[src/rtl/execute_stage.sv]
// execute_stage: EX stage of the 5-stage MIPS pipeline.
// Forwarding operand muxes, ALU and an optional iterative shift-add
// multiplier, all feeding the registered EX/MEM boundary.
// Build option: define EXEC_MUL_EN to include the multi-cycle MUL unit.
// Without it, ALU control 011 produces 0 in a single cycle and mul_busy is 0.
`timescale 1ns/1ps

module execute_stage #(
    parameter int data_width     = 32,
    parameter int alu_ctrl_width = 3,
    parameter int op_width       = 5
) (
    input  logic                      clk,
    input  logic                      reset,
    input  logic                      reg_write_e,
    input  logic                      mem2reg_e,
    input  logic                      mem_wr_e,
    input  logic [alu_ctrl_width-1:0] alu_control_e,
    input  logic                      alu_src_e,
    input  logic                      reg_dst_e,
    input  logic [data_width-1:0]     rd1_e,
    input  logic [data_width-1:0]     rd2_e,
    input  logic [op_width-1:0]       rt_e,
    input  logic [op_width-1:0]       rd_e,
    input  logic [data_width-1:0]     sign_extend_e,
    input  logic [1:0]                forward_a_e,
    input  logic [1:0]                forward_b_e,
    input  logic [data_width-1:0]     result_w,
    output logic [op_width-1:0]       write_reg_e,
    output logic                      mul_busy,
    output logic                      reg_write_m,
    output logic                      mem2reg_m,
    output logic                      mem_wr_m,
    output logic [data_width-1:0]     alu_out_m,
    output logic [data_width-1:0]     write_data_m,
    output logic [op_width-1:0]       write_reg_m
);

    // ALU operation encodings
    localparam logic [alu_ctrl_width-1:0] ALU_AND = alu_ctrl_width'(3'b000);
    localparam logic [alu_ctrl_width-1:0] ALU_OR  = alu_ctrl_width'(3'b001);
    localparam logic [alu_ctrl_width-1:0] ALU_ADD = alu_ctrl_width'(3'b010);
    localparam logic [alu_ctrl_width-1:0] ALU_MUL = alu_ctrl_width'(3'b011);
    localparam logic [alu_ctrl_width-1:0] ALU_XOR = alu_ctrl_width'(3'b100);
    localparam logic [alu_ctrl_width-1:0] ALU_NOP = alu_ctrl_width'(3'b101);
    localparam logic [alu_ctrl_width-1:0] ALU_SUB = alu_ctrl_width'(3'b110);
    localparam logic [alu_ctrl_width-1:0] ALU_SLT = alu_ctrl_width'(3'b111);

    // Forwarding mux select encodings
    localparam logic [1:0] FWD_RF  = 2'b00;
    localparam logic [1:0] FWD_WB  = 2'b01;
    localparam logic [1:0] FWD_MEM = 2'b10;

    logic [data_width-1:0] w_src_a;
    logic [data_width-1:0] w_fwd_b;
    logic [data_width-1:0] w_src_b;
    logic [op_width-1:0]   w_write_reg;
    logic [data_width-1:0] w_alu_result;
    logic [data_width-1:0] w_ex_result;
    logic                  w_mul_busy;
    logic                  w_mul_done;
    logic [data_width-1:0] w_mul_result;

    // Forwarding mux for operand A; 11 falls back to the register file value
    always_comb begin
        w_src_a = rd1_e;
        case (forward_a_e)
            FWD_RF:  w_src_a = rd1_e;
            FWD_WB:  w_src_a = result_w;
            FWD_MEM: w_src_a = alu_out_m;
            default: w_src_a = rd1_e;
        endcase
    end

    // Forwarding mux for operand B (also the store data), same encoding as A
    always_comb begin
        w_fwd_b = rd2_e;
        case (forward_b_e)
            FWD_RF:  w_fwd_b = rd2_e;
            FWD_WB:  w_fwd_b = result_w;
            FWD_MEM: w_fwd_b = alu_out_m;
            default: w_fwd_b = rd2_e;
        endcase
    end

    // Immediate select for operand B and destination register select
    always_comb begin
        if (alu_src_e) begin
            w_src_b = sign_extend_e;
        end else begin
            w_src_b = w_fwd_b;
        end
        if (reg_dst_e) begin
            w_write_reg = rd_e;
        end else begin
            w_write_reg = rt_e;
        end
    end

    assign write_reg_e = w_write_reg;

    // Single-cycle ALU; MUL is produced by the multiplier, so the ALU yields 0 for it
    always_comb begin
        w_alu_result = {data_width{1'b0}};
        case (alu_control_e)
            ALU_AND: w_alu_result = w_src_a & w_src_b;
            ALU_OR:  w_alu_result = w_src_a | w_src_b;
            ALU_ADD: w_alu_result = w_src_a + w_src_b;
            ALU_SUB: w_alu_result = w_src_a - w_src_b;
            ALU_XOR: w_alu_result = w_src_a ^ w_src_b;
            ALU_SLT: w_alu_result = {{(data_width-1){1'b0}},
                                     ($signed(w_src_a) < $signed(w_src_b))};
            ALU_MUL: w_alu_result = {data_width{1'b0}};
            ALU_NOP: w_alu_result = {data_width{1'b0}};
            default: w_alu_result = {data_width{1'b0}};
        endcase
    end

`ifdef EXEC_MUL_EN
    typedef enum logic [1:0] {
        ST_IDLE = 2'b00,
        ST_BUSY = 2'b01,
        ST_DONE = 2'b10
    } mul_state_t;

    localparam int                CNT_W     = $clog2(data_width + 1);
    localparam logic [CNT_W-1:0]  LAST_ITER = CNT_W'(data_width - 1);

    mul_state_t            r_state;
    logic [data_width-1:0] r_mcand;
    logic [data_width-1:0] r_mplier;
    logic [data_width-1:0] r_acc;
    logic [CNT_W-1:0]      r_cnt;
    logic                  w_is_mul;

    assign w_is_mul = (alu_control_e == ALU_MUL);

    // Shift-add multiplier FSM: operands frozen at start, fixed data_width iterations
    always_ff @(posedge clk or negedge reset) begin
        if (!reset) begin
            r_state  <= ST_IDLE;
            r_mcand  <= {data_width{1'b0}};
            r_mplier <= {data_width{1'b0}};
            r_acc    <= {data_width{1'b0}};
            r_cnt    <= {CNT_W{1'b0}};
        end else begin
            case (r_state)
                ST_IDLE: begin
                    if (w_is_mul) begin
                        r_mcand  <= w_src_a;
                        r_mplier <= w_src_b;
                        r_acc    <= {data_width{1'b0}};
                        r_cnt    <= {CNT_W{1'b0}};
                        r_state  <= ST_BUSY;
                    end else begin
                        r_state  <= ST_IDLE;
                    end
                end
                ST_BUSY: begin
                    if (r_mplier[0]) begin
                        r_acc <= r_acc + r_mcand;
                    end else begin
                        r_acc <= r_acc;
                    end
                    r_mcand  <= r_mcand << 1;
                    r_mplier <= r_mplier >> 1;
                    r_cnt    <= r_cnt + {{(CNT_W-1){1'b0}}, 1'b1};
                    if (r_cnt == LAST_ITER) begin
                        r_state <= ST_DONE;
                    end else begin
                        r_state <= ST_BUSY;
                    end
                end
                ST_DONE: begin
                    r_state <= ST_IDLE;
                end
                default: begin
                    r_state <= ST_IDLE;
                end
            endcase
        end
    end

    // Stall while a MUL is starting or iterating; never while reset is held
    always_comb begin
        w_mul_busy   = 1'b0;
        w_mul_done   = 1'b0;
        w_mul_result = r_acc;
        if (!reset) begin
            w_mul_busy = 1'b0;
        end else if (r_state == ST_BUSY) begin
            w_mul_busy = 1'b1;
        end else if (r_state == ST_IDLE) begin
            w_mul_busy = w_is_mul;
        end else begin
            w_mul_busy = 1'b0;
        end
        if (r_state == ST_DONE) begin
            w_mul_done = 1'b1;
        end else begin
            w_mul_done = 1'b0;
        end
    end
`else
    assign w_mul_busy   = 1'b0;
    assign w_mul_done   = 1'b0;
    assign w_mul_result = {data_width{1'b0}};
`endif

    assign mul_busy = w_mul_busy;

    // Result presented to EX/MEM: the product in the DONE cycle, else the ALU output
    always_comb begin
        if (w_mul_done) begin
            w_ex_result = w_mul_result;
        end else begin
            w_ex_result = w_alu_result;
        end
    end

    // EX/MEM pipeline register; loads a bubble while the multiplier stalls the pipe
    always_ff @(posedge clk or negedge reset) begin
        if (!reset) begin
            reg_write_m  <= 1'b0;
            mem2reg_m    <= 1'b0;
            mem_wr_m     <= 1'b0;
            alu_out_m    <= {data_width{1'b0}};
            write_data_m <= {data_width{1'b0}};
            write_reg_m  <= {op_width{1'b0}};
        end else if (w_mul_busy) begin
            reg_write_m  <= 1'b0;
            mem2reg_m    <= 1'b0;
            mem_wr_m     <= 1'b0;
            alu_out_m    <= {data_width{1'b0}};
            write_data_m <= {data_width{1'b0}};
            write_reg_m  <= {op_width{1'b0}};
        end else begin
            reg_write_m  <= reg_write_e;
            mem2reg_m    <= mem2reg_e;
            mem_wr_m     <= mem_wr_e;
            alu_out_m    <= w_ex_result;
            write_data_m <= w_fwd_b;
            write_reg_m  <= w_write_reg;
        end
    end

endmodule

[config.mk]
export PLATFORM = sky130hd
export DESIGN_NAME = execute_stage
export DESIGN_NICKNAME = d
export VERILOG_FILES = /design/src/rtl/execute_stage.sv
export SDC_FILE = /design/constraint.sdc
export NUM_CORES = 1
export LEC_CHECK = 0
export CORE_UTILIZATION = 55
export CTS_CLUSTER_DIAMETER = 40
export CTS_CLUSTER_SIZE = 24
export DETAILED_ROUTE_END_ITERATION = 7
export DONT_BUFFER_PORTS = 1
export PLACE_DENSITY = 0.7
export REMOVE_ABC_BUFFERS = 1
export SETUP_SLACK_MARGIN = 0.3
export SLEW_MARGIN = 20
export SYNTH_ARGS = -nofsm -noshare
export SYNTH_HDL_FRONTEND = slang
export SYNTH_SLANG_ARGS = --single-unit
[constraint.sdc]
create_clock -name clk -period 9.28 [get_ports clk]
set_input_delay 1.856 -clock clk [delete_from_list [all_inputs] [get_ports clk]]
set_output_delay 1.856 -clock clk [all_outputs]
set_load 0.005 [all_outputs]
======== After elaboration in Yosys (flattened, before gate mapping) ========
Index checks and enable logic that the tools add are counted.
word-level totals
  register bits after elaboration ......... 72
  latch bits .............................. 0
  memory bits (writable) .................. 0
  memory bits (read-only) ................. 0
  input port bits ......................... 152
  output and inout bits ................... 78
  memories ................................ 0
operators by class
  add/subtract/negate cells ............... 2
  multiply operators ...................... 0
  divide/modulo/power cells ............... 0
  $lt $le $gt $ge ......................... 1
  equal/unequal tests ..................... 11
  shift operators ......................... 0
  muxes and demuxes ....................... 5
  bitwise operators ....................... 3
  reduce and logical (&&, ||, !) cells .... 2
operators with widths
  cell                                                 count
  case mux 32 bit (7 select lines)                     1
  case mux 32 bit (2 select lines)                     2
  adder 32 bit                                         1
  bitwise AND 32 bit                                   1
  less-than comparator 32 bit                          1
  2-to-1 mux 32 bit                                    1
  OR 32 bit                                            1
  subtractor 32 bit                                    1
  bitwise XOR 32 bit                                   1
  equality test 3 bit, second input constant           4
  equality test 3 x 2 -> 1 bit, second input constant  2
  2-to-1 mux 5 bit                                     1
  equality test 2 x 1 -> 1 bit, second input constant  2
  equality test 2 bit, second input constant           2
  equality test 3 x 1 -> 1 bit, second input constant  1
  zero test 3 bit                                      1
  OR reduction 2 bit                                   1

======== Logic depth before layout (Yosys ltp) ========
Gate-level depths: netlist (run 1).
  depth after elaboration ................. 5
  depth in mapped cells ................... 19
  depth with buffers taken out ............ 18

======== Worst setup path after synthesis (run 1) ========
Ideal clock, no wire load.
  path type ............................... in2reg
  start ................................... in forward_b_e[0]
  end ..................................... reg alu_out_m[26]
  library setup time ...................... 0.122 ns
  arrival time ............................ 5.526 ns
  path slack .............................. 3.633 ns
  stages on the path ...................... 18
  cells stage by stage .................... inv_1 ha_1 clkbuf_1 buf_1 nor2_1 a21oi_1 o21ai_0 ha_1 fa_1 a21o_1 a311o_1 a311oi_1 nor4b_1 o31ai_1 a21oi_1 mux2i_1 o22ai_1 a32o_1
between the ends
  word-level cells in the longest chain between the ends .. 5
  elaborated cells between the ends (all ways) .. 10
ends and longest elaborated chain
  element                                                              RTL line  source
  start: declaration                                                   27        input logic [1:0] forward_b_e,
  equality test 2 bit or equality test 2 x 1 -> 1 bit (tied branches)  78        case (forward_b_e)
  case mux 32 bit (2 select lines) *                                   78
  2-to-1 mux 32 bit *                                                  88        if (alu_src_e) begin
  subtractor 32 bit, or another cell as far along                      109       ALU_SUB: w_alu_result = w_src_a - w_src_b;
  case mux 32 bit (7 select lines) *                                   105       case (alu_control_e)
  named net w_alu_result[26]                                           58        logic [data_width-1:0] w_alu_result;
  end signal: assignment                                               227       alu_out_m <= {data_width{1'b0}};
  end signal: assignment                                               234       alu_out_m <= {data_width{1'b0}};
  end signal: assignment                                               241       alu_out_m <= w_ex_result;
  end: declaration                                                     34        output logic [data_width-1:0] alu_out_m,
The timed path passes the listed nets; every way through them passes the cells marked *.

======== Worst setup path in the final report (run 1) ========
  start ................................... in forward_b_e[0]
  end ..................................... reg alu_out_m[28]
Same word-level chain as after synthesis.

==> parameters.txt, run 1 <==
Parameter                              Value

Global routing
  Overall track demand over capacity in global routing ... 0.339
  Wire length of the first global-routing pass ... 43.9 mm
  Pin count of the biggest net entering global routing ... 73
  Antenna violations before repair ... 0
  Via count of the first global-routing pass ... between 8000 and 9000
  Total global routing overflow ... 0

Power
  Largest vdd supply drop ... about 0.10 mV
  Cell area power density ... ~160 nW/um2
  Leakage power figure ... between 0.004 and 0.005 uW
  Total power of the final layout ... approximately 1500 uW

Logic synthesis
  Post-synthesis instance area ... roughly 8800 um2
  Sequential cell area fraction in the yosys report ... 0.205
  Number of synthesized flops with an enable pin ... 0
  Synth cell types ... 77
  Yosys warning total ... 0
  Top area cells in the synthesized netlist ... dfrtp_1 21%, ha_1 14%, a21oi_1 7.1%
  Asr flop ratio synth ... 1.00
  Average cell area after synthesis ... 7.15 um2
  Post-synthesis register bit count ... a little over 70
  Cell accounting for the most synthesized area ... dfrtp_1
  Gate count of the mapped netlist ... 1226
  Synth top area share ... 0.205
  Most common flop cell mapped by yosys ... dfrtp_1

Job
  Maxcap violations ... 0

Clocking
  Worst-Skew Late Latency ... between 0.3 and 0.4 ns
  Clock slew at the register clock pins of the worst setup and hold paths ... around 0.060 ns
  Cts bufs inserted ... 9
  Buffers inserted during post-CTS setup optimization ... 0
  # resized after CTS ... 0
  Number of H-tree branching levels ... 3
  CTS Hold Buffers Added ... 0
  Clock sinks ... just over 70
  Deepest clock path buffer count ... 2
  TritonCTS clock tree ... done
  Clk root buf ... clkbuf_16

Timing
  Max frequency ... around 160 MHz
  Worst hold slack after final layout ... 0.694 ns
  Final Max Slew Viols ... 0
  Final Skew ... 0.00575 ns
  Setup repair after global routing missed its margin ... no
  Hold violation total from the final report ... 0
  Relative slew margins ... 0.257
  Summed negative setup slack over all endpoints ... 0 ns
  Final period demand of the worst path ... 6.35 ns
  Period Utilization, post-route ... 0.684
  Final setup viols ... 0
  Slew @ Worst Pin ... 1.11 ns

Die
  Core Region ... between 15000 and 20000 um2
  Die Outline Area ... 16500 um2
  Die Y ... approximately 130 um
  Standard-cell row count ... 45
  Width of the chip ... around 130 um
  Initial cell density of the core ... 0.571
  I/O pin count ... 230

Placed design
  Post-DP HPWL ... between 15 and 20 mm
  Final Wtd Congestion ... slightly below 1
  Number of buffer cells added on primary ports ... 0

Min path
  Worst hold path type ... register to register
  Hold path start ... alu_out_m[21]

Worst setup path
  Data arrival time at the worst-slack endpoint ... roughly 6.6 ns
  Critical path launch point type ... input pin
  Maximum net fanout on the critical path ... 36
  Setup CP Type ... input pin to register
  Startpoint of the most critical register-to-register path ... alu_out_m[0]
  Crit path from ... forward_b_e[0]
  Required time of the critical path ... roughly 9.6 ns
  Endpoint class of the critical path ... register

Route
  Wire length after detailed routing ... between 20 and 30 mm
  Vias per Instance ... roughly 6.6
  Final antenna-violating net count ... 0
  Detailed router's first-iteration violation count ... approximately 890
  Number of iterations in the first detailed-routing pass ... 5
  Wirelength per Cell ... roughly 21 um
  Total DRC errors in the routed layout ... 0
  Vias ... around 9000

Outcome
  Result of the run ... finished, final reports clean

Final layout
  Area added between synthesis and finish ... 2.87%
  Inserted Diodes ... 0
  Utilization after layout ... 0.587
  Post-layout net count ... approximately 1400
  Share of cells above drive strength 1 ... 0.0353
  Commonest cells after routing, fill and taps aside ... 134 x inv_1, 124 x a21oi_1, 110 x nand2_1
  Most common library cell in the layout ignoring fill and taps ... inv_1
## power breakdown
part	internal (uW)	switching, uW	total [uW]
clock network	206	157	362
registers	360	41.1	401
logic	258	457	715
## synthesized netlist by cell type (all sizes together), types with 4 or more instances
cell type	number
buf	20
clkbuf	65
nor2b	13
o22a	11
nand3	20
a21o	14
nand2	110
o21bai	13
nor3	16
ha	101
a22oi	66
mux2	5
a31oi	16
a32oi	4
nor2	109
o211ai	13
and3	5
o21ai	117
a211o	4
o22ai	20
clkinv	4
o32ai	4
a21oi	125
xnor2	24
o31ai	15
mux2i	7
dfrtp	72
nor4	11
a211oi	8
o311ai	6
o21a	7
inv	137
and4	7
## flip-flops by register name (all words and copies together), names as in the netlist
register and count:
reg_write_m 1, alu_out_m 32, write_reg_m 5, write_data_m 32, mem2reg_m 1, mem_wr_m 1
## layer usage
metal  vias up  wire, um  GRT usage
li1       4221         -          -
met3        53      2420     0.0597
met2       476     13200      0.561
met1      4247     12000      0.449
met5         -         0          0
met4         0       537      0.101
## kinds of logic after synthesis
group	count (synthesis)	synth area share
AOI/OAI and AO/OA	478	0.350
and+or+nand+nor	310	0.158
buffers and inverters	226	0.0993
adders and majority gates	103	0.149
DFF	72	0.205
xor gates and xnor gates	24	0.0240
muxes	12	0.0144
other	1	0.000428
## layout make-up
class,count,area (um2)
Clock buffer,9,225
Clock inverter,6,61.3
Fill cell,1478,6350
Sequential cell,72,1800
Inverter,141,529
Tap cell,211,264
Multi-Input combinational cell,928,6100
Timing Repair Buffer,5,37.5
## per-stage QoR
stage | worst slack [ns] | area (um2) | cells
after floorplan | 3.19 | 8430 | 1141
after global placement | 2.89 | 8740 | 1357
after detailed placement | 2.72 | 8740 | 1357
after CTS | 3.08 | 9020 | 1372
after global routing | 2.72 | 9020 | 1372
final | 2.93 | 9020 | 1372
## worst paths after layout
check / cells past startpoint / endpoint / slack, ns
worst max-delay path: 17 / alu_out_m[28] / 2.93
worst min-delay path: 4 / write_data_m[21] / 0.69
worst max register to register: 15 / alu_out_m[28] / 5.02
worst min register to register: 4 / write_data_m[21] / 0.69
max in group asynchronous: 0 / alu_out_m[19] / 7.97
min in group asynchronous: 0 / reg_write_m / 1.19
## critical path: stages
cell and delay, ns:
inv_1 0.02, ha_2 0.66, buf_4 0.48, nor2_1 0.10
a21oi_1 0.16, o21ai_0 0.17, ha_1 0.29, fa_1 0.45
a21o_1 0.22, a311o_1 0.40, a311oi_1 0.56, nor4b_1 0.17
o31ai_1 0.45, o21bai_1 0.13, xnor2_1 0.18, nand2_1 0.08
a21oi_1 0.20
(Power assumes the default switching activity.)
==> run 2, diff against run 1 <==
==> constraint.sdc (replaced) <==
create_clock -name clk -period 6.2 [get_ports clk]
set_input_delay 1.24 -clock clk [delete_from_list [all_inputs] [get_ports clk]]
set_output_delay 1.24 -clock clk [all_outputs]
set_load 0.005 [all_outputs]
==> run 2 against run 1 <==
Compared with the run above:
- core utilization up 0.79 points
- highest routed layer unchanged
- final cell count rose by 1.2%
- largest cell class unchanged
- design area grew 1.3%
- global-route usage up 1.6 points
- first-iteration DRC count up 1.8%
- flip-flop and latch count unchanged
==> parameters.txt, run 2 (synthesis gave the netlist of run 1 again) <==
Parameter                              Value

Route
  Wirelength per Cell ... 21.2 um (was 20.6 um)
  Vias ... 9019 (was 8997)
  Number of iterations in the first detailed-routing pass ... 6 (was 5)
  Met1 wire length ... 12.6 mm (was 12.0 mm)
  Total DRC errors in the routed layout ... 0 (unchanged)
  Wire length after detailed routing ... 29.4 mm (was 28.2 mm)
  Met2 Routed Length ... 13.5 mm (was 13.2 mm)
  Top metal layer carrying routed signals ... met4 (unchanged)
  Vias per Instance ... 6.50 (was 6.56)
  Final antenna-violating net count ... 0 (unchanged)
  Detailed router's first-iteration violation count ... 901 (was 885)
  Met3 layer wire length in the routed design ... 2.61 mm (was 2.42 mm)

Timing
  Final period demand of the worst path ... approximately 5.3 ns
  Period Utilization, post-route ... 0.855
  Setup repair after global routing missed its margin ... no (unchanged)
  Final Skew ... 0.00821 ns (was 0.00575 ns)
  Max frequency ... 189 MHz
  Slew @ Worst Pin ... 1.15 ns (was 1.11 ns)
  Summed negative setup slack over all endpoints ... 0 ns (unchanged)
  Hold violation total from the final report ... 0 (unchanged)
  Final setup viols ... 0 (unchanged)
  Relative slew margins ... 0.228 (was 0.257)
  Final Max Slew Viols ... 0 (unchanged)

Power
  Internal power ... 1250 uW (was 824 uW)
  Sequential power share ... 0.267 (was 0.271)
  Cell area power density ... 245 nW/um2 (was 164 nW/um2)
  Leakage power figure ... 0.00420 uW (was 0.00413 uW)
  Relative contribution of combinational cells to total power ... 0.492 (was 0.484)
  Fraction of power consumed by the clock network ... 0.241 (was 0.245)
  Switching part of the total power ... 0.443 (about the same)
  Psw ... 994 uW (was 655 uW)
  Largest vdd supply drop ... 0.153 mV (was 0.104 mV)

Die
  Standard-cell row count ... 45 (unchanged)
  Die Y ... 128 um (unchanged)
  Width of the chip ... 128 um (unchanged)
  Initial cell density of the core ... 0.571 (unchanged)
  I/O pin count ... 230 (unchanged)
  Core Region ... 15400 um2 (unchanged)
  Die Outline Area ... 16500 um2 (unchanged)

Global routing
  Antenna violations before repair ... 0 (unchanged)
  Total global routing overflow ... 0 (unchanged)
  Wire length of the first global-routing pass ... 45.2 mm (was 43.9 mm)
  Overall track demand over capacity in global routing ... 0.355 (was 0.339)
  Via count of the first global-routing pass ... 8329 (was 8342)
  Pin count of the biggest net entering global routing ... 73 (unchanged)

Final layout
  Most common library cell in the layout ignoring fill and taps ... inv_1 (unchanged)
  Area added between synthesis and finish ... 4.25% (was 2.87%)
  Largest registers ranked by flip-flop count ... alu_out_m: 32 flops, write_data_m: 32 flops, write_reg_m: 5 flops (unchanged)
  Commonest cells after routing, fill and taps aside ... 134 x inv_1, 124 x a21oi_1, 110 x nand2_1 (unchanged)
  Post-layout net count ... 1428 (was 1412)
  Final-layout fill cell count ... 1528 (was 1478)
  Share of cells above drive strength 1 ... 0.0476 (was 0.0353)
  Final cell area excluding filler cells ... 9140 um2 (was 9020 um2)
  Inserted Diodes ... 0 (unchanged)

Placed design
  Post-DP HPWL ... 21.3 mm (was 19.7 mm)
  Number of buffer cells added on primary ports ... 0 (unchanged)
  Final Wtd Congestion ... 0.983 (was 0.972)
  Placed Instance Area ... 8860 um2 (was 8740 um2)

Clocking
  Cts bufs inserted ... 9 (unchanged)
  Worst-Skew Late Latency ... 0.36 ns (about the same)
  # resized after CTS ... 0 (unchanged)
  TritonCTS clock tree ... done (unchanged)
  Number of H-tree branching levels ... 3 (unchanged)
  Clock slew at the register clock pins of the worst setup and hold paths ... 0.07 ns (was 0.06 ns)
  Clock sinks ... 72 (unchanged)
  Clk root buf ... clkbuf_16 (unchanged)
  Buffers inserted during post-CTS setup optimization ... 0 (unchanged)
  Deepest clock path buffer count ... 2 (unchanged)
  CTS Hold Buffers Added ... 0 (unchanged)

Worst setup path
  Maximum net fanout on the critical path ... 16 (was 36)
  Critical path launch point type ... input pin (unchanged)
  Required time of the critical path ... 6.45 ns (was 9.55 ns)
  Data arrival time at the worst-slack endpoint ... 5.55 ns (was 6.62 ns)
  Cell type of the slowest stage on the worst timing path ... ha_1 (was ha_2)
  Setup CP Type ... input pin to register (unchanged)
  Endpoint class of the critical path ... register (unchanged)
  Cell Chain, Critical Path ... inv_1 -> ha_1 -> buf_4 -> a22oi_1 -> o21ai_0 -> ha_1 -> inv_2 -> a21oi_1 -> o31ai_1 -> nor3_1 -> a211oi_4 -> a211oi_2 -> o31a_1 -> or3_1 -> a32o_1 (was inv_1 -> ha_2 -> buf_4 -> nor2_1 -> a21oi_1 -> o21ai_0 -> ha_1 -> fa_1 -> a21o_1 -> a311o_1 -> a311oi_1 -> nor4b_1 -> o31ai_1 -> o21bai_1 -> xnor2_1 -> nand2_1 -> a21oi_1)
  Dominant cell type by count on the critical path ... ha_1 (was a21oi_1)
  Maximum single-stage delay on the critical path ... 0.78 ns (was 0.66 ns)

Outcome
  Result of the run ... finished, final reports clean (unchanged)

Min path
  Worst hold path type ... input pin to asynchronous set/reset pin (was register to register)

Job
  Maxcap violations ... 0 (unchanged)
-- run 2: path summary, 6_finish.rpt --
check	from	endpoint	slack (ns)	cells past startpoint
worst max-delay path	forward_a_e[1]	alu_out_m[26]	0.90	15
worst min-delay path	reset	reg_write_m	0.57	0
worst max register to register	alu_out_m[0]	alu_out_m[30]	2.09	15
worst min register to register	alu_out_m[17]	write_data_m[17]	0.69	4
max in group asynchronous	reset	alu_out_m[22]	5.51	0
min in group clk	alu_out_m[17]	write_data_m[17]	0.69	4
-- run 2: area by class of cell --
cell class	count	area (um2)	area share
multi-input combinational	928	6100	0.667
sequential	72	1800	0.197
inverter	141	529	0.0579
tap	211	264	0.0289
clock buffer	10	229	0.0250
timing repair buffer	21	158	0.0172
clock inverter	5	58.8	0.00643
-- run 2: power by group through the flow --
stage                     logic, uW  clock network, uW  registers, uW
after floorplan                 803                  0            591
after global placement         1070                  0            608
after detailed placement       1070                  0            607
after CTS                      1080                542            600
after global routing           1200                564            608
final                          1100                542            599
-- run 2: stage by stage --
| stage | hold slack, ns | power, uW | instances | utilization | setup WS (ns) |
|---|---|---|---|---|---|
| 6_report | 0.575 | 2240 | 1388 | 0.595 | 0.896 |
| 3_5_place_dp | 0.681 | 1670 | 1373 | 0.576 | 0.586 |
| 2_1_floorplan | 0.640 | 1390 | 1141 | - | 0.727 |
| 5_1_grt | 0.567 | 2380 | 1388 | 0.595 | 0.624 |
| 4_1_cts | 0.572 | 2220 | 1388 | 0.595 | 0.948 |
| 3_3_place_gp | 0.675 | 1680 | 1373 | 0.576 | 0.577 |
-- run 2: per-layer routing --
metal	up-vias	track usage
met1	4227	0.466
li1	4246	-
met4	0	0.118
met3	58	0.0676
met2	488	0.582
met5	-	0
-- run 2: worst max-delay path, delay by kind of cell --
| kind | cells | cell delay (ns) |
|---|---|---|
| adders and majority gates | 2 | 1.22 |
| AOI/OAI and AO/OA | 8 | 2.01 |
| buffers and inverters | 3 | 0.57 |
| and+or+nand+nor | 2 | 0.50 |
==> run 3, diff against run 2 <==
--- a/config.mk
+++ b/config.mk
@@ -6,6 +6,7 @@
 export NUM_CORES = 1
 export LEC_CHECK = 0
 export CORE_UTILIZATION = 55
+export CTS_BUF_LIST = sky130_fd_sc_hd__clkbuf_8 sky130_fd_sc_hd__clkbuf_16
 export CTS_CLUSTER_DIAMETER = 40
 export CTS_CLUSTER_SIZE = 24
 export DETAILED_ROUTE_END_ITERATION = 7
==> run 3 against run 2 <==
Compared with the run above:
- first-iteration DRC count shrank 0.33%
- maximum frequency shrank 0.10%
- final cell count is the same
- register-to-register slack is essentially flat
- sequential share of layout area is the same
- clock power is essentially flat
- via count shrank 0.33%
- clock-buffer cell count shrank 1
==> parameters.txt, run 3 (synthesis gave the netlist of run 1 again) <==
Parameter                              Value

Global routing
  Wire length of the first global-routing pass ... 45.2 mm (unchanged)
  Pin count of the biggest net entering global routing ... 73 (unchanged)
  Antenna violations before repair ... 0 (unchanged)
  Overall track demand over capacity in global routing ... 0.355 (unchanged)
  Total global routing overflow ... 0 (unchanged)
  Via count of the first global-routing pass ... 8329 (unchanged)

Timing
  Final Skew ... 0.00812 ns (was 0.00821 ns)
  Summed negative setup slack over all endpoints ... 0 ns (unchanged)
  Max frequency ... 188 MHz (was 189 MHz)
  Worst hold slack after final layout ... 0.574 ns (was 0.575 ns)
  Final period demand of the worst path ... 5.31 ns (was 5.30 ns)
  Final setup viols ... 0 (unchanged)
  Hold violation total from the final report ... 0 (unchanged)
  Slew @ Worst Pin ... 1.16 ns (was 1.15 ns)
  Relative slew margins ... 0.227 (was 0.228)
  Period Utilization, post-route ... 0.856 (was 0.855)
  Final Max Slew Viols ... 0 (unchanged)
  Setup repair after global routing missed its margin ... no (unchanged)

Worst setup path
  Maximum net fanout on the critical path ... 16 (unchanged)
  Maximum single-stage delay on the critical path ... 0.78 ns (about the same)
  Endpoint class of the critical path ... register (unchanged)
  Worst Reg2Reg Path Length in Cells ... 15 (unchanged)
  Cell Chain, Critical Path ... inv_1 -> ha_1 -> buf_4 -> a22oi_1 -> o21ai_0 -> ha_1 -> inv_2 -> a21oi_1 -> o31ai_1 -> nor3_1 -> a211oi_4 -> a211oi_2 -> o31a_1 -> or3_1 -> a32o_1 (unchanged)
  Setup slack of the most critical reg-to-reg path ... 2.09 ns (about the same)
  Critical path launch point type ... input pin (unchanged)
  Setup CP Type ... input pin to register (unchanged)
  Data arrival time at the worst-slack endpoint ... 5.56 ns (was 5.55 ns)
  Cell type of the slowest stage on the worst timing path ... ha_1 (unchanged)
  Dominant cell type by count on the critical path ... ha_1 (unchanged)
  Required time of the critical path ... 6.45 ns (about the same)

Route
  Vias per Instance ... 6.48 (was 6.50)
  Wirelength per Cell ... 21.2 um (about the same)
  Vias ... 8989 (was 9019)
  Number of iterations in the first detailed-routing pass ... 6 (unchanged)
  Wire length after detailed routing ... 29.4 mm (about the same)
  Total DRC errors in the routed layout ... 0 (unchanged)
  Final antenna-violating net count ... 0 (unchanged)
  Detailed router's first-iteration violation count ... 898 (was 901)

Min path
  Worst hold path type ... input pin to asynchronous set/reset pin (unchanged)

Clocking
  Clk root buf ... clkbuf_16 (unchanged)
  Worst-Skew Late Latency ... 0.36 ns (about the same)
  Deepest clock path buffer count ... 2 (unchanged)
  CTS Hold Buffers Added ... 0 (unchanged)
  TritonCTS clock tree ... done (unchanged)
  Number of H-tree branching levels ... 3 (unchanged)
  Clock slew at the register clock pins of the worst setup and hold paths ... 0.07 ns (about the same)
  # resized after CTS ... 0 (unchanged)
  Clock sinks ... 72 (unchanged)
  Cts bufs inserted ... 9 (unchanged)
  Buffers inserted during post-CTS setup optimization ... 0 (unchanged)

Job
  Maxcap violations ... 0 (unchanged)

Die
  Initial cell density of the core ... 0.571 (unchanged)
  Core Region ... 15400 um2 (unchanged)
  Die Outline Area ... 16500 um2 (unchanged)
  I/O pin count ... 230 (unchanged)
  Standard-cell row count ... 45 (unchanged)
  Width of the chip ... 128 um (unchanged)
  Die Y ... 128 um (unchanged)

Final layout
  Post-route insts no fill ... 1388 (unchanged)
  Inserted Diodes ... 0 (unchanged)
  Area added between synthesis and finish ... 4.25% (unchanged)
  Final-layout fill cell count ... 1528 (unchanged)
  Largest registers ranked by flip-flop count ... alu_out_m: 32 flops, write_data_m: 32 flops, write_reg_m: 5 flops (unchanged)
  Share of cells above drive strength 1 ... 0.0476 (unchanged)
  Most common library cell in the layout ignoring fill and taps ... inv_1 (unchanged)
  Commonest cells after routing, fill and taps aside ... 135 x inv_1, 124 x a21oi_1, 110 x nand2_1 (was 134 x inv_1, 124 x a21oi_1, 110 x nand2_1)
  Post-layout net count ... 1428 (unchanged)

Power
  Cell area power density ... 245 nW/um2 (about the same)
  Largest vdd supply drop ... 0.154 mV (was 0.153 mV)
  Leakage power figure ... 0.00421 uW (was 0.00420 uW)
  Total power of the final layout ... 2240 uW (about the same)

Placed design
  Post-DP HPWL ... 21.3 mm (unchanged)
  Cell total after placement ... 1373 (unchanged)
  Number of buffer cells added on primary ports ... 0 (unchanged)
  Final Wtd Congestion ... 0.983 (unchanged)

Outcome
  Result of the run ... finished, final reports clean (unchanged)
==> run 3: changes by cell type in the layout (fill, tap and decap cells not counted) <==
cell / change
inv_1: +1
clkbuf_1: -1
==> run 3: through the flow <==
stage                     worst slack [ns]  cell area, um2   util
after floorplan                      0.727            8430      -
after global placement               0.577            8860  0.576
after detailed placement             0.586            8860  0.576
after CTS                            0.948            9140  0.595
after global routing                 0.624            9140  0.595
final                                0.891            9140  0.595
==> run 3: worst max-delay path, delay by kind of cell <==
kind,cells,cell delay [ns]
buffers and inverters,3,0.57
and+or+nand+nor,2,0.50
AOI/OAI and AO/OA,8,2.01
adders and majority gates,2,1.22
==> run 3: power by group <==
part | internal (uW) | switching (uW) | total [uW] | leakage, uW
registers | 539 | 60.5 | 599 | 0.000896
clock network | 308 | 232 | 540 | 0.000139
logic | 402 | 701 | 1100 | 0.00317
total | 1250 | 994 | 2240 | 0.00421
==> run 3: final cells by class <==
cell class                      instances  area [um2]  area share
Tap cell                              211         264      0.0289
Clock inverter                          6        62.6     0.00684
Sequential cell                        72        1800       0.197
Timing Repair Buffer                   21         158      0.0172
Multi-Input combinational cell        928        6100       0.667
Inverter                              141         529      0.0579
Clock buffer                            9         225      0.0246
==> run 3: path summary, 6_finish.rpt <==
check | start | end
hold / removal | reset | reg_write_m
setup / recovery | forward_a_e[1] | alu_out_m[26]
hold reg to reg | alu_out_m[17] | write_data_m[17]
setup reg to reg | alu_out_m[0] | alu_out_m[30]
min in group clk | alu_out_m[17] | write_data_m[17]
max in group asynchronous | reset | write_data_m[20]
==> run 3: routing by layer <==
| layer | GRT usage | wire length [um] | vias up |
|---|---|---|---|
| met4 | 0.118 | 718 | 0 |
| met2 | 0.582 | 13600 | 470 |
| met3 | 0.0676 | 2580 | 62 |
| met5 | 0 | 0 | - |
| li1 | - | - | 4238 |
| met1 | 0.466 | 12600 | 4219 |
